### src/rtl/pico_pkg.sv
// Shared picoMips types: run-control state encoding and instruction opcodes.
package pico_pkg;

    typedef enum logic [1:0] {
        HALT = 2'd0,
        RUN  = 2'd1,
        STEP = 2'd2,
        BRK  = 2'd3
    } run_state_t;

    localparam int unsigned OP_W = 3;

    localparam logic [OP_W-1:0] OP_ADD  = 3'd0;
    localparam logic [OP_W-1:0] OP_MOV  = 3'd1;
    localparam logic [OP_W-1:0] OP_MULI = 3'd2;
    localparam logic [OP_W-1:0] OP_ADDI = 3'd3;
    localparam logic [OP_W-1:0] OP_HEI  = 3'd4;

endpackage

### src/rtl/pico_sync2.sv
// Two-flop synchroniser for a single asynchronous switch input.
module pico_sync2 (
    input  logic Clock,
    input  logic nReset,
    input  logic d,
    output logic q
);

    logic meta;

    always_ff @(posedge Clock or negedge nReset) begin
        if (!nReset) begin
            meta <= 1'b0;
            q    <= 1'b0;
        end else begin
            meta <= d;
            q    <= meta;
        end
    end

endmodule

### src/rtl/pico_run_ctrl.sv
// Run/halt/step/breakpoint sequencer for the picoMips core: gates PC advance
// and register writes, counts retired instructions and wraps the PC.
module pico_run_ctrl
    import pico_pkg::*;
#(
    parameter int unsigned PC_W      = 5,
    parameter int unsigned PROG_LEN  = 22,
    parameter int unsigned CYC_W     = 16,
    parameter int unsigned START_RUN = 1
) (
    input  logic             Clock,
    input  logic             nReset,
    input  logic             run_i,
    input  logic             halt_i,
    input  logic             step_i,
    input  logic             bp_en_i,
    input  logic [PC_W-1:0]  bp_addr_i,
    input  logic             sw8_async_i,
    input  logic             hold_i,
    input  logic [PC_W-1:0]  pc_i,
    output logic             pc_en_o,
    output logic             pc_wrap_o,
    output logic             wr_en_o,
    output logic             sw8_sync_o,
    output logic [1:0]       state_o,
    output logic             bp_hit_o,
    output logic [CYC_W-1:0] cycle_cnt_o
);

    localparam run_state_t      RESET_STATE = (START_RUN != 0) ? RUN : HALT;
    localparam logic [PC_W-1:0] LAST_PC     = PC_W'(PROG_LEN - 1);

    run_state_t state;
    logic       resume;
    logic       bp_stop;
    logic       step_abort;
    logic       exec;

    pico_sync2 u_sw8_sync (
        .Clock  (Clock),
        .nReset (nReset),
        .d      (sw8_async_i),
        .q      (sw8_sync_o)
    );

    assign state_o = state;

    // Execution gating; held at zero while reset is asserted.
    always_comb begin
        bp_stop    = 1'b0;
        step_abort = 1'b0;
        exec       = 1'b0;
        bp_stop    = (state == RUN) && bp_en_i && (pc_i == bp_addr_i) && !resume;
        step_abort = (state == STEP) && halt_i;
        exec       = nReset && ((state == RUN) || (state == STEP)) && !bp_stop && !step_abort;
        wr_en_o    = exec;
        pc_en_o    = exec && !hold_i;
        pc_wrap_o  = pc_en_o && (pc_i == LAST_PC);
    end

    // State machine, breakpoint flag, resume flag and retirement counter.
    always_ff @(posedge Clock or negedge nReset) begin
        if (!nReset) begin
            state       <= RESET_STATE;
            bp_hit_o    <= 1'b0;
            resume      <= 1'b0;
            cycle_cnt_o <= '0;
        end else begin
            if (pc_en_o && (cycle_cnt_o != '1)) begin
                cycle_cnt_o <= cycle_cnt_o + CYC_W'(1);
            end
            if (pc_en_o) begin
                resume <= 1'b0;
            end
            case (state)
                RUN: begin
                    if (halt_i) begin
                        state <= HALT;
                    end else if (bp_stop) begin
                        state    <= BRK;
                        bp_hit_o <= 1'b1;
                    end
                end
                STEP: begin
                    if (halt_i || pc_en_o) begin
                        state <= HALT;
                    end
                end
                HALT, BRK: begin
                    // resume lets the instruction under the breakpoint retire once
                    if (halt_i) begin
                        state <= state;
                    end else if (step_i) begin
                        state    <= STEP;
                        resume   <= 1'b1;
                        bp_hit_o <= 1'b0;
                    end else if (run_i) begin
                        state    <= RUN;
                        resume   <= 1'b1;
                        bp_hit_o <= 1'b0;
                    end
                end
            endcase
        end
    end

endmodule

### config.mk
export PLATFORM = sky130hd
export DESIGN_NAME = pico_run_ctrl
export DESIGN_NICKNAME = d
export VERILOG_FILES = /design/src/rtl/pico_pkg.sv /design/src/rtl/pico_sync2.sv /design/src/rtl/pico_run_ctrl.sv
export SDC_FILE = /design/constraint.sdc
export NUM_CORES = 1
export LEC_CHECK = 0
export CORE_UTILIZATION = 49
export CTS_CLUSTER_SIZE = 40
export DETAILED_ROUTE_END_ITERATION = 6
export GPL_TIMING_DRIVEN = 1
export MAX_ROUTING_LAYER = met4
export PLACE_DENSITY = 0.91
export SETUP_SLACK_MARGIN = 0.02
export SLEW_MARGIN = 20
export SYNTH_ARGS = -nofsm -noshare
export SYNTH_HDL_FRONTEND = slang
export SYNTH_HIERARCHICAL = 1
export SYNTH_SLANG_ARGS = --single-unit
### constraint.sdc
create_clock -name Clock -period 6.5 [get_ports Clock]
set_input_delay 1.3 -clock Clock [delete_from_list [all_inputs] [get_ports Clock]]
set_output_delay 1.3 -clock Clock [all_outputs]
set_load 0.01 [all_outputs]
# --- Word-level counts from Yosys, hierarchy flattened ---
# Index checks and enable logic that the tools add are counted.
# W data, S select, Z words.
word_totals:
  ff_bits: 22
  in_bits: 18
  output_inout_bits: 23
  wordCells: 58
op_classes:
  add_sub_neg: 1
  n_eq_ne: 12
  mux: 18
  n_reduce_logical: 21
op_table:
  columns: ["operator", "n"]
  rows:
  - ["$add A16 B1 Y16 const B", 1]
  - ["$ne A16 B16 Y1 const B", 1]
  - ["$mux W2", 6]
  - ["$logic_and A1 B1 Y1", 10]
  - ["$mux W1", 10]
  - ["$ne A2 B2 Y1 const B", 3]
  - ["$ne A3 B3 Y1 const B", 2]
  - ["$pmux W2 S3", 1]
  - ["$eq A5 B5 Y1", 1]
  - ["$eq A5 B5 Y1 const B", 1]
  - ["$reduce_and A5 Y1", 1]
  - ["$eq A2 B2 Y1 const B", 2]
  - ["$logic_not A1 Y1", 4]
  - ["$reduce_and A4 Y1", 1]
  - ["$eq A2 B1 Y1 const B", 1]
  - ["$logic_not A2 Y1", 1]
  - ["$logic_or A1 B1 Y1", 2]
  - ["$ne A2 B1 Y1 const B", 1]
  - ["$pmux W1 S2", 1]
  - ["$reduce_bool A2 Y1", 1]
  - ["$reduce_or A2 Y1", 1]

# --- Logic depth before layout (Yosys ltp) ---
logic_depth:
  word_depth: 13
  ltp_mapped: 8
  mapped_depth_nobuf: 7

# --- Hierarchy ---
# The synthesis kept the hierarchy.
modules_own_cells:
  columns: ["module", "instances", "cells_per_inst", "area_each_um2"]
  rows:
  - ["pico_run_ctrl", 1, 121, 1211.2]
  - ["pico_sync2", 1, 2, 50.0]

# --- Worst setup path before layout ---
# OpenSTA, ideal clock, no wires.
synth_timing:
  path_type: "input to output"
  start: "input port pc_i[0]"
  end: "output port pc_wrap_o"
  arrival_ns: 2.305
  required_ns: 5.200
  path_slack_ns: 2.895
  stages: 5
  n_path_buf: 1
  path_cell_list: "xor2_1 and4bb_1 a21oi_2 buf_2 and3_1"
synth_via:
  elab_chain_len: 8
  elab_cells_between_ends: 9
  classes_between: "2 x eq/ne; 7 x reduce/logical"
synth_rtl:
  columns: ["item", "line_no", "rtl"]
  rows:
  - ["start: declaration", "pico_run_ctrl.sv:20", "input logic [PC_W-1:0] pc_i,"]
  - ["$eq A5 B5 Y1", "pico_run_ctrl.sv:53", "bp_stop = (state == RUN) && bp_en_i && (pc_i == bp_addr_i) && !resume;"]
  - ["$logic_and A1 B1 Y1 (2 in series)", "pico_run_ctrl.sv:53", null]
  - ["$logic_not A1 Y1", "pico_run_ctrl.sv:55", "exec = nReset && ((state == RUN) || (state == STEP)) && !bp_stop && !step_abort;"]
  - ["$logic_and A1 B1 Y1 (2 in series)", "pico_run_ctrl.sv:55", null]
  - ["$logic_and A1 B1 Y1", "pico_run_ctrl.sv:57", "pc_en_o = exec && !hold_i;"]
  - ["named net pc_en_o", "pico_run_ctrl.sv:21", "output logic pc_en_o,"]
  - ["$logic_and A1 B1 Y1", "pico_run_ctrl.sv:58", "pc_wrap_o = pc_en_o && (pc_i == LAST_PC);"]
  - ["end: declaration", "pico_run_ctrl.sv:22", "output logic pc_wrap_o,"]
# The timed path passes the listed nets, and every way through them passes these cells.

# --- Worst setup path in the final report ---
layout_timing:
  start: "input port nReset"
  end: "output port pc_wrap_o"
layout_via:
  elab_chain_len: 5
layout_rtl:
  columns: ["item", "line_no", "rtl"]
  rows:
  - ["start: declaration", "pico_run_ctrl.sv:12", "input logic nReset,"]
  - ["$logic_and A1 B1 Y1 (3 in series)", "pico_run_ctrl.sv:55", null]
  - ["$logic_and A1 B1 Y1", "pico_run_ctrl.sv:57", null]
  - ["$logic_and A1 B1 Y1", "pico_run_ctrl.sv:58", null]
# Every way passes these cells.

==> metrics.yaml <==
cts_tree: "yes"
antenna_found_initial: 0
fin_crit_sh_pct: 79.79
tightestPinTransition_ps: 648.1
drtIter0Drc: 19
final_cell_mix: "clkdlybuf4s50_1 (40), dfrtp_1 (21), xnor2_1 (12)"
muxShareOfSynthArea_pct: 2.579
netlist_instances: 123
path_max_fanout: 24
synth_top_family_by_area: "simple AND/OR/NAND/NOR gates"
ir_worst_vdd_v: 0.0001891
yosysTopAreaCell: "dfrtp_1"
syn_to_final_growth_pct: 38.19
fin_util_pct: 71.00
ioPinCount: 41
yosysWarnings: 6
synth_cell_types: 39
nets: 189
rows: 18
cts.clk_slew.worst_paths_ps: 130
place_inst: 192
grt_pass1_wl_um: 4864
dpl.hpwl_um: 2240
cts_buffer_depth: 2
grt_max_degree: 25
clock_latency_ps: 320
die_x_um: 52.74
drt-total-wl_um: 2915
p_leak_nw: 0.7635
dr_total_vias: 1126
cts_made_buffers: 3
gp_congestion: 0.8668
max_freq_ghz: 0.1928
powerDensity_nw_per_um2: 280.7
synth_compound_area_share_pct: 8.532
rsz0062_at_grt: "false"
synthTopCellsByArea: "dfrtp_1 (42%), xnor2_1 (8.3%), xor2_1 (4.9%)"
fp.dieH_um: 52.74
gr-usage-all-layers_pct: 25.17
htree_levels: 1
drc: 0
maxCapViolations: 0
synthXorXnorAreaFrac_pct: 13.19
grt_pass1_vias: 1105
synth_flop_cell: "dfrtp_1"
synthAdderAreaFrac_pct: 3.968
fin_cells: 196
synth.ff_latch_count: 22
synthSimpleGateAreaFrac_pct: 25.20
post_route_cells_drive_above_1_share_pct: 5.422
syn_area_um2: 1261
cp.required_ps: 5200
syn_avg_cell_area_um2: 10.25
clock_sinks: 22
worstHoldPathType: "reg2reg"
routed_via_density: 5.745
fin_tns_setup_ps: 0
die-area_um2: 2781
cp_data_arrival_time_ps: 3890
maxSlewHeadroom_pct: 56.34
post_cts_resize_count: 0
synth_nets: 145
setup_violations: 0
start_kind: "input port"
status: "complete, no violations"
critPathCaptureType: "primary output"
cts_hold_buf: 0
worst-setup-path-type: "in2out"
synthArstFlopShare_pct: 100.0
ant_nets: 0
core_um2: 2455
layout_commonest_cell: "clkdlybuf4s50_1"
port_buffers: 40
layout_min_cycle_time_ps: 5186
diodes: 0
clock_skew_ps: 6.521
ys_seq_area_share_pct: 43.75
post_cts_buffers: 0
hold_viol_final: 0
globalRouteOverflowTotal: 0
root_buffer: "clkbuf_4"
start_util_pct: 51.38
synth_edf_count: 0
hold_ws_ps: 369.1
drt_pre_antenna_iters: 5
synth_top_cell_area_share_pct: 41.67
wl_per_cell_um: 14.87
drv_slew: 0
-- Yosys cell counts, drive strengths merged (4+ instances only) --
| master | instances |
|---|---|
| and3 | 9 |
| nand2 | 6 |
| nand3 | 10 |
| nor2 | 4 |
| dfrtp | 21 |
| ha | 4 |
| xor2 | 7 |
| inv | 5 |
| nor3 | 4 |
| xnor2 | 12 |
| nand4 | 5 |
-- layer usage --
metal,part of all wire [%],up-vias,wire [um],global-route usage [%]
li1,-,527,-,-
met1,41,555,1194,28.88
met2,53,37,1549,43.25
met3,3.9,7,113,4.348
met4,2.0,0,59,10.09
met5,0,-,0,-
-- path summary, 6_finish.rpt --
| check | from | depth (start not counted) | end | slack, ps |
|---|---|---|---|---|
| worst max-delay path | nReset | 7 | pc_wrap_o | 1310 |
| worst min-delay path | u_sw8_sync/meta | 0 | u_sw8_sync/q | 370 |
| worst max register to register | state_o[0] | 7 | cycle_cnt_o[1] | 3800 |
| worst min register to register | u_sw8_sync/meta | 0 | u_sw8_sync/q | 370 |
| max in group asynchronous | nReset | 2 | state_o[0] | 4890 |
| min in group asynchronous | nReset | 2 | cycle_cnt_o[5] | 1330 |
-- kinds of logic (layout without fill, tap and decap cells) --
| group | after synthesis | count (layout) |
|---|---|---|
| flip-flops | 22 | 22 |
| XOR/XNOR | 19 | 19 |
| AND/OR/NAND/NOR | 53 | 53 |
| buffers and inverters | 7 | 50 |
| adder cells (fa/ha/maj) | 4 | 4 |
| multiplexers | 3 | 3 |
| AO/OA/AOI/OAI | 15 | 15 |
-- where the power goes --
group	internal, mW	switching (mW)
clock	0.0625	0.0455
sequential	0.162	0.0284
combinational	0.102	0.0893
-- per-stage QoR --
stage	setup WS (ps)	power (mW)	area (um^2)
CTS	1306	0.4917	1743
global placement	1482	0.3724	1690
finish	1314	0.4893	1743
global route	1160	0.5192	1743
floorplan	2895	0.2941	1261
detailed placement	1377	0.3841	1690
-- registers in the layout, summed over array words and instances (netlist names) --
name             cells
u_sw8_sync/q         1
state_o              2
cycle_cnt_o         16
bp_hit_o             1
u_sw8_sync/meta      1
resume               1
-- layout make-up --
cell class              count  area [um^2]
clock inverters             1        30.03
well taps                  30        37.54
multi-input cells          94        674.4
fillers                   184        711.9
flip-flops and latches     22        551.8
clock buffers               3        22.52
repair buffers             41        407.9
inverters                   5        18.77
-- critical path: stages --
cell             delay (ps)
clkdlybuf4s50_1         470
buf_4                   300
nor3b_1                 420
nand2_1                 120
a21oi_2                 480
and3_1                  260
clkdlybuf4s50_1         550
Power figures use the tool's default switching activity.
